--- src/rtl/lb_master_bridge_pkg.sv ---
// Shared local-bus definitions: bridge FSM encoding, default widths and error data,
// also used by the CSR responders.
package lb_master_bridge_pkg;

  localparam int          LB_ADDR_W    = 32;
  localparam int          LB_DATA_W    = 32;
  localparam int          LB_STRB_W    = LB_DATA_W / 8;
  localparam int          LB_TIMEOUT   = 16;
  localparam logic [31:0] LB_BASE_ADDR = 32'h0300_0000;
  localparam logic [31:0] LB_ERR_DATA  = 32'hDEAD_BEEF;

  typedef enum logic [1:0] {
    ST_IDLE = 2'd0,
    ST_WR   = 2'd1,
    ST_RD   = 2'd2,
    ST_RESP = 2'd3
  } lb_state_e;

endpackage

--- src/rtl/lb_master_bridge.sv ---
// Initiator end of the local CSR bus: turns one PicoRV32 native memory request into a
// single local-bus write or read, with a timeout that completes hung accesses.
module lb_master_bridge
  import lb_master_bridge_pkg::*;
#(
  parameter int                  ADDR_W    = LB_ADDR_W,
  parameter int                  DATA_W    = LB_DATA_W,
  parameter logic [ADDR_W-1:0]   BASE_ADDR = LB_BASE_ADDR,
  parameter int                  TIMEOUT   = LB_TIMEOUT,
  parameter logic [DATA_W-1:0]   ERR_DATA  = LB_ERR_DATA
) (
  input  logic                  clk,
  input  logic                  rst,
  input  logic                  mem_valid,
  input  logic [ADDR_W-1:0]     mem_addr,
  input  logic [DATA_W-1:0]     mem_wdata,
  input  logic [DATA_W/8-1:0]   mem_wstrb,
  output logic                  mem_ready,
  output logic [DATA_W-1:0]     mem_rdata,
  output logic [ADDR_W-1:0]     waddr,
  output logic [DATA_W-1:0]     wdata,
  output logic                  wen,
  output logic [DATA_W/8-1:0]   wstrb,
  input  logic                  wready,
  output logic [ADDR_W-1:0]     raddr,
  output logic                  ren,
  input  logic [DATA_W-1:0]     rdata,
  input  logic                  rvalid,
  output logic                  bus_err,
  input  logic                  bus_err_clr
);

  localparam int              CNT_W     = $clog2(TIMEOUT);
  localparam logic [CNT_W-1:0] CNT_LIMIT = CNT_W'(TIMEOUT - 1);

  lb_state_e                 r_state;
  lb_state_e                 w_next;
  logic                      w_hs;
  logic                      w_tmo;
  logic [CNT_W-1:0]          r_cnt;
  logic [ADDR_W-1:0]         r_addr;
  logic [DATA_W-1:0]         r_wdata;
  logic [DATA_W/8-1:0]       r_wstrb;
  logic [DATA_W-1:0]         r_rdata;
  logic                      r_wen;
  logic                      r_ren;
  logic                      r_ready;
  logic                      r_err;

  // A handshake in the limit cycle takes priority over the timeout.
  always_comb begin
    w_next = r_state;
    w_hs   = 1'b0;
    w_tmo  = 1'b0;
    case (r_state)
      ST_IDLE: begin
        if (mem_valid) begin
          w_next = (|mem_wstrb) ? ST_WR : ST_RD;
        end
      end
      ST_WR: begin
        w_hs = wready;
        if (wready) begin
          w_next = ST_RESP;
        end else if (r_cnt == CNT_LIMIT) begin
          w_next = ST_RESP;
          w_tmo  = 1'b1;
        end
      end
      ST_RD: begin
        w_hs = rvalid;
        if (rvalid) begin
          w_next = ST_RESP;
        end else if (r_cnt == CNT_LIMIT) begin
          w_next = ST_RESP;
          w_tmo  = 1'b1;
        end
      end
      ST_RESP: begin
        w_next = ST_IDLE;
      end
      default: begin
        w_next = ST_IDLE;
      end
    endcase
  end

  // Bus strobes are registered from the next state so they rise and fall on FSM edges.
  always_ff @(posedge clk) begin
    if (rst) begin
      r_state <= ST_IDLE;
      r_cnt   <= '0;
      r_addr  <= '0;
      r_wdata <= '0;
      r_wstrb <= '0;
      r_rdata <= '0;
      r_wen   <= 1'b0;
      r_ren   <= 1'b0;
      r_ready <= 1'b0;
      r_err   <= 1'b0;
    end else begin
      r_state <= w_next;
      r_wen   <= (w_next == ST_WR);
      r_ren   <= (w_next == ST_RD);
      r_ready <= (w_next == ST_RESP);

      if (r_state == ST_IDLE && mem_valid) begin
        r_addr  <= mem_addr - BASE_ADDR;
        r_wdata <= mem_wdata;
        r_wstrb <= mem_wstrb;
      end

      if (r_state == ST_IDLE) begin
        r_cnt <= '0;
      end else if ((r_state == ST_WR || r_state == ST_RD) && !w_hs && !w_tmo) begin
        r_cnt <= r_cnt + CNT_W'(1);
      end

      if (r_state == ST_RD && rvalid) begin
        r_rdata <= rdata;
      end else if (r_state == ST_RD && w_tmo) begin
        r_rdata <= ERR_DATA;
      end else if (r_state == ST_WR && (wready || w_tmo)) begin
        r_rdata <= '0;
      end

      if (w_tmo) begin
        r_err <= 1'b1;
      end else if (bus_err_clr) begin
        r_err <= 1'b0;
      end
    end
  end

  assign mem_ready = r_ready;
  assign mem_rdata = r_rdata;
  assign waddr     = r_addr;
  assign raddr     = r_addr;
  assign wdata     = r_wdata;
  assign wstrb     = r_wstrb;
  assign wen       = r_wen;
  assign ren       = r_ren;
  assign bus_err   = r_err;

endmodule
--- config.mk ---
export PLATFORM = sky130hd
export DESIGN_NAME = lb_master_bridge
export DESIGN_NICKNAME = d
export VERILOG_FILES = /design/src/rtl/lb_master_bridge_pkg.sv /design/src/rtl/lb_master_bridge.sv
export SDC_FILE = /design/constraint.sdc
export NUM_CORES = 1
export LEC_CHECK = 0
export BUFFER_PORTS_ARGS = -buffer_cell sky130_fd_sc_hd__buf_2
export CORE_ASPECT_RATIO = 1.25
export CORE_MARGIN = 5
export CORE_UTILIZATION = 48
export DETAILED_ROUTE_END_ITERATION = 8
export PLACE_DENSITY = 0.95
export RECOVER_POWER = 25
export SLEW_MARGIN = 40
export SYNTH_ARGS = -nofsm -noshare
export SYNTH_HDL_FRONTEND = slang
export SYNTH_SLANG_ARGS = --single-unit
--- constraint.sdc ---
create_clock -name clk -period 3.3 [get_ports clk]
set_input_delay 0 -clock clk [delete_from_list [all_inputs] [get_ports clk]]
set_output_delay 0 -clock clk [all_outputs]
set_load 0.02 [all_outputs]
# Word-level counts from Yosys, hierarchy flattened
# Index checks and enable logic that the tools add are counted.
[word_totals]
wordCells = 50
reg_bits = 110
output_inout_bits = 136
inputBits = 106
[op_classes]
n_eq_ne = 7
mux = 16
addsub = 2
reduce_logical = 15
[ops]
columns = ["operator", "count"]
rows = [
  ["$mux W32", 3],
  ["$sub A32 B26 Y32 const B", 1],
  ["$mux W2", 5],
  ["$eq A2 B2 Y1 const B", 4],
  ["$pmux W2 S4", 1],
  ["$logic_and A1 B1 Y1", 6],
  ["$mux W1", 5],
  ["$add A4 B1 Y4 const B", 1],
  ["$eq A2 B1 Y1 const B", 2],
  ["$eq A4 B4 Y1 const B", 1],
  ["$pmux W1 S2", 2],
  ["$reduce_or A4 Y1", 1],
  ["$reduce_bool A3 Y1", 1],
  ["$logic_not A1 Y1", 2],
  ["$logic_not A2 Y1", 1],
  ["$logic_or A1 B1 Y1", 2],
  ["$reduce_bool A2 Y1", 1],
  ["$reduce_or A2 Y1", 1],
]

# Longest topological paths before layout
[depth]
ltp_word = 9
ltp_mapped = 7
mapped_depth_nobuf = 6

# Worst setup path after synthesis
# No wires, ideal clock.
[synth_path]
path_type = "register to register"
from = "register r_state[1]"
to = "register r_rdata[14], in the netlist mem_rdata[14]"
n_path_buf = 1
setup_ps = 59
stages_incl_launch_ff = 7
synth_period_minus_slack_ps = 1748
t_arrival_ps = 1689
required_ps = 3241
path_slack_ps = 1552
path_cell_list = "dfxtp_1 inv_1 ha_1 a41o_1 a221oi_4 buf_6 a22o_1"
[synth_via]
elab_chain_len = 5
elab_cells_between_ends = 10
classes_between = "eq/ne (2); mux (3); reduce/logical (5)"
[synth_lines]
columns = ["item", "line", "rtl"]
rows = [
  ["from (decl)", "lb_master_bridge.sv:36", "lb_state_e r_state;"],
  ["from (signal assigned)", "lb_master_bridge.sv:102", "r_state <= w_next;"],
  ["$eq A2 B2 Y1 or $eq A2 B1 Y1 (tied branches)", "n/a", ""],
  ["$pmux W1 S2", "lb_master_bridge.sv:55", "case (r_state)"],
  ["$logic_and A1 B1 Y1 or $logic_or A1 B1 Y1 (tied branches)", "lb_master_bridge.sv:121, lb_master_bridge.sv:123", ""],
  ["$mux W32 or $logic_and A1 B1 Y1 (tied branches)", "lb_master_bridge.sv:121, lb_master_bridge.sv:123", ""],
  ["$mux W32 or $reduce_bool A3 Y1 (tied branches)", "n/a", ""],
  ["to (signal assigned)", "lb_master_bridge.sv:120", "r_rdata <= rdata;"],
  ["to (decl)", "lb_master_bridge.sv:44", "logic [DATA_W-1:0] r_rdata;"],
]
# Several ways; a longest one is shown, not always the timed one.
# A chain may end at the register's enable or synchronous reset.

# Final worst setup path
[layout_path]
from = "register r_state[0]"
to = "register r_addr[21], in the netlist raddr[21]"
[layout_via]
elab_chain_len = 2
[layout_lines]
columns = ["item", "line", "rtl"]
rows = [
  ["$logic_not A2 Y1", "lb_master_bridge.sv:107", "if (r_state == ST_IDLE && mem_valid) begin"],
  ["$logic_and A1 B1 Y1", "lb_master_bridge.sv:107", ""],
  ["to (signal assigned)", "lb_master_bridge.sv:108", "r_addr <= mem_addr - BASE_ADDR;"],
  ["to (decl)", "lb_master_bridge.sv:41", "logic [ADDR_W-1:0] r_addr;"],
]
# No other way between the ends.

==> results.py <==
metrics = {
    "power": {
        "total_power_w": 0.00355,
        "ir_drop_mv": 0.305,
        "p_leak_nw": 2.92,
        "power_density_nw_per_um2": 538,
    },
    "layout": {
        "seq_area_sq_um": 2200,
        "nFillCells": 621,
        "multi_input_area_sq_um": 1760,
        "drive_above_1_share": 0.257,
        "nNetsFinal": 925,
        "syn_to_final_growth_pct": 49.7,
    },
    "synth": {
        "yosysWarnings": 0,
        "syn_nets": 638,
        "synth_edf_count": 0,
        "synthAdderAreaFrac": 0.0170,
        "ys.flop_type": "dfxtp_1",
        "synth_cell_type_count": 39,
        "ys_seq_area_frac": 0.499,
        "avgSynthCellArea_sq_um": 8.38,
        "synthCells": 526,
        "synth_mux_area_frac": 0.00454,
        "synth_top_family_by_area": "compound AO/OA/AOI/OAI gates",
        "synth-simple-area-share": 0.171,
        "ys_ff_latch": 110,
        "synth-compound-area-share": 0.196,
        "synth_xor_area_frac": 0.00795,
        "syn_area_sq_um": 4410,
        "ys_async_sr_fraction": 0,
    },
    "routing": {
        "drtAntennaViolNets": 0,
        "viasPerCell": 5.33,
        "drc_errors": 0,
        "wl_per_cell_um": 18.0,
        "wirelength_um": 16900,
        "drt-initial-drc-count": 228,
        "vias": 5006,
        "drt_pre_antenna_iters": 7,
    },
    "global_route": {
        "grt_max_degree": 63,
        "grtUsageTotal": 0.289,
        "overflow": 0,
        "antenna_found_initial": 1,
        "grt_pass1_wl_um": 24900,
        "grt_pass1_vias": 4987,
    },
    "placed_design": {
        "place_congestion": 0.744,
        "dpl_worst_slack_ns": 1.15,
        "hpwl_um": 9450,
        "portBuffers": 241,
    },
    "timing": {
        "skew_ns": 0.00560,
        "maxSlewViolCount": 0,
        "fmax_mhz": 441,
        "rsz0062_at_grt": "false",
        "hold_viol_final": 0,
        "finalWorstSetupSlack_ns": 1.03,
        "finalSetupViolations": 0,
        "setup_tns_ns": 0,
        "slew-limit-headroom": 0.558,
        "fin_crit_ns": 2.27,
        "fin_hold_ws_ns": 0.000928,
        "fin_crit_sh": 0.687,
        "tightest_slew_ns": 0.663,
    },
    "clocking": {
        "clockBufferDepth": 2,
        "htreeDepth": 3,
        "cts_tree": "done",
        "clk_pin_slew_ns": 0.07,
        "cts_buffers": 9,
        "cts_sinks": 110,
        "cts-root-buf": "clkbuf_16",
        "clock_latency_ns": 0.34,
    },
    "floorplanning": {
        "ioPinCount": 242,
        "die_area_sq_um": 11200,
        "die_y_um": 117,
        "core_sq_um": 9080,
        "initial_core_util": 0.486,
        "rows": 39,
        "die_w_um": 95.7,
    },
    "setup_path": {
        "start_kind": "flip-flop",
        "crit_type": "reg2reg",
        "crit_fanout": 26,
        "cp.buffers_inverters": 2,
        "end_kind": "flip-flop",
        "cp_slowest_cell": "and2_2",
        "cp_data_required_time_ns": 3.55,
        "reg2reg_slack_ns": 1.03,
        "startpoint": "r_state[0]$_SDFF_PP0_",
        "worstPathArrival_ns": 2.52,
        "cp_slowest_stage_delay_ns": 0.58,
        "path_cells": "inv_1, ha_1, and2_2, buf_4, nand2_1, a21oi_1",
        "r2r-start": "r_state[0]$_SDFF_PP0_",
        "path_delay_family": "simple AND/OR/NAND/NOR gates",
    },
    "min_path": {
        "min_from": "mem_addr[30]",
        "hold_class": "in2reg",
    },
    "outcome": {
        "status": "complete, no violations",
    },
    "flow_run": {
        "maxCapViolCount": 0,
    },
}
==> stage by stage <==
stage / util / std cells / area [sq um]
after floorplan: - / 526 / 4410
after global placement: 0.595 / 829 / 5400
after detailed placement: 0.595 / 829 / 5400
after CTS: 0.735 / 939 / 6680
after global routing: 0.727 / 940 / 6600
final: 0.727 / 940 / 6600
==> logic make-up (layout without fill, tap and decap cells) <==
group	count (synthesis)	count (layout)
flops	110	110
buf+inv	75	365
compound gates	144	144
simple gates	185	185
xor+xnor	4	4
other cells	0	1
fa+ha+maj	6	6
mux	2	2
==> state kept, by name, indices dropped and copies added, names as in the netlist <==
signal     flops
r_cnt          4
wdata         32
ren            1
r_state        2
bus_err        1
wstrb          4
mem_rdata     32
mem_ready      1
raddr         32
wen            1
==> area by class of cell <==
cell class,count,area share
well taps,123,0.0233
clock buffers,10,0.0362
multi-input cells,341,0.266
flip-flops and latches,110,0.334
repair buffers,344,0.325
diodes,1,0.000379
clock inverters,4,0.0110
inverters,7,0.00398
==> per-layer routing <==
layer,track usage,wire (um)
met1,0.289,5790
met5,0,0
met4,0.185,970
met3,0.0985,1810
met2,0.507,8340
==> power by group <==
part	total (W)	internal, W	switching [W]	leakage, nW
combinational	0.000891	0.000322	0.000568	1.88
sequential	0.00151	0.00144	0.0000734	0.898
clock	0.00115	0.000677	0.000472	0.150
==> final timing paths <==
check | end | cells past startpoint
max | raddr[21]$_SDFFE_PP0P_ | 6
min reg2reg | mem_rdata[19]$_SDFFE_PP0P_ | 2
max reg2reg | raddr[21]$_SDFFE_PP0P_ | 6
min | raddr[31]$_SDFFE_PP0P_ | 3
==> Yosys cell counts, types with 2 or more instances <==
| cell type | number | share of area |
|---|---|---|
| ha_1 | 6 | 0.017 |
| a211oi_1 | 4 | 0.0068 |
| buf_1 | 12 | 0.010 |
| o21ai_1 | 24 | 0.027 |
| a31o_1 | 2 | 0.0040 |
| nor2b_1 | 2 | 0.0028 |
| and2_1 | 3 | 0.0043 |
| nor3_1 | 5 | 0.0057 |
| or3_1 | 2 | 0.0028 |
| buf_2 | 8 | 0.0091 |
| o21ai_0 | 3 | 0.0034 |
| nor3_2 | 2 | 0.0045 |
| clkbuf_1 | 10 | 0.0085 |
| xnor2_1 | 3 | 0.0060 |
| a41o_1 | 2 | 0.0045 |
| mux2i_1 | 2 | 0.0045 |
| inv_1 | 6 | 0.0051 |
| a311oi_1 | 2 | 0.0040 |
| dfxtp_1 | 110 | 0.50 |
| buf_4 | 32 | 0.054 |
| nor2_1 | 14 | 0.012 |
| a221oi_4 | 2 | 0.012 |
| buf_6 | 6 | 0.015 |
| a22o_1 | 8 | 0.016 |
| a21oi_1 | 89 | 0.10 |
| nand2_1 | 154 | 0.13 |
==> placed cells by master (no fill, tap or decap), types with 2 or more instances in the layout <==
master / Yosys / final
a21oi_1: 89 / 89
a211oi_1: 4 / 4
a31o_1: 2 / 2
a221oi_4: 2 / 2
a311oi_1: 2 / 2
clkbuf_16: 0 / 9
a22o_1: 8 / 8
nand2_1: 154 / 153
xnor2_1: 3 / 3
bufinv_16: 0 / 2
clkbuf_1: 10 / 61
ha_1: 6 / 6
mux2i_1: 2 / 2
o21ai_1: 24 / 24
dfxtp_1: 110 / 110
nor3_2: 2 / 2
a41o_1: 2 / 2
nor3_1: 5 / 5
nor2b_1: 2 / 2
o21ai_0: 3 / 3
dlygate4sd3_1: 0 / 96
buf_4: 32 / 8
and2_1: 3 / 2
buf_2: 8 / 179
or3_1: 2 / 2
inv_1: 6 / 6
nor2_1: 14 / 14
==> repair_timing <==
item / in CTS / in global routing
gates resized for setup: 0 / 0
hold endpoints to repair: 96 / 0
hold buffers: 96 / 0
buffers inserted: 0 / 0
==> tightest hold or removal path: stages <==
cell and delay, ns:
buf_2 0.11, or3_1 0.11, a311oi_1 0.07
(Power assumes the default switching activity.)
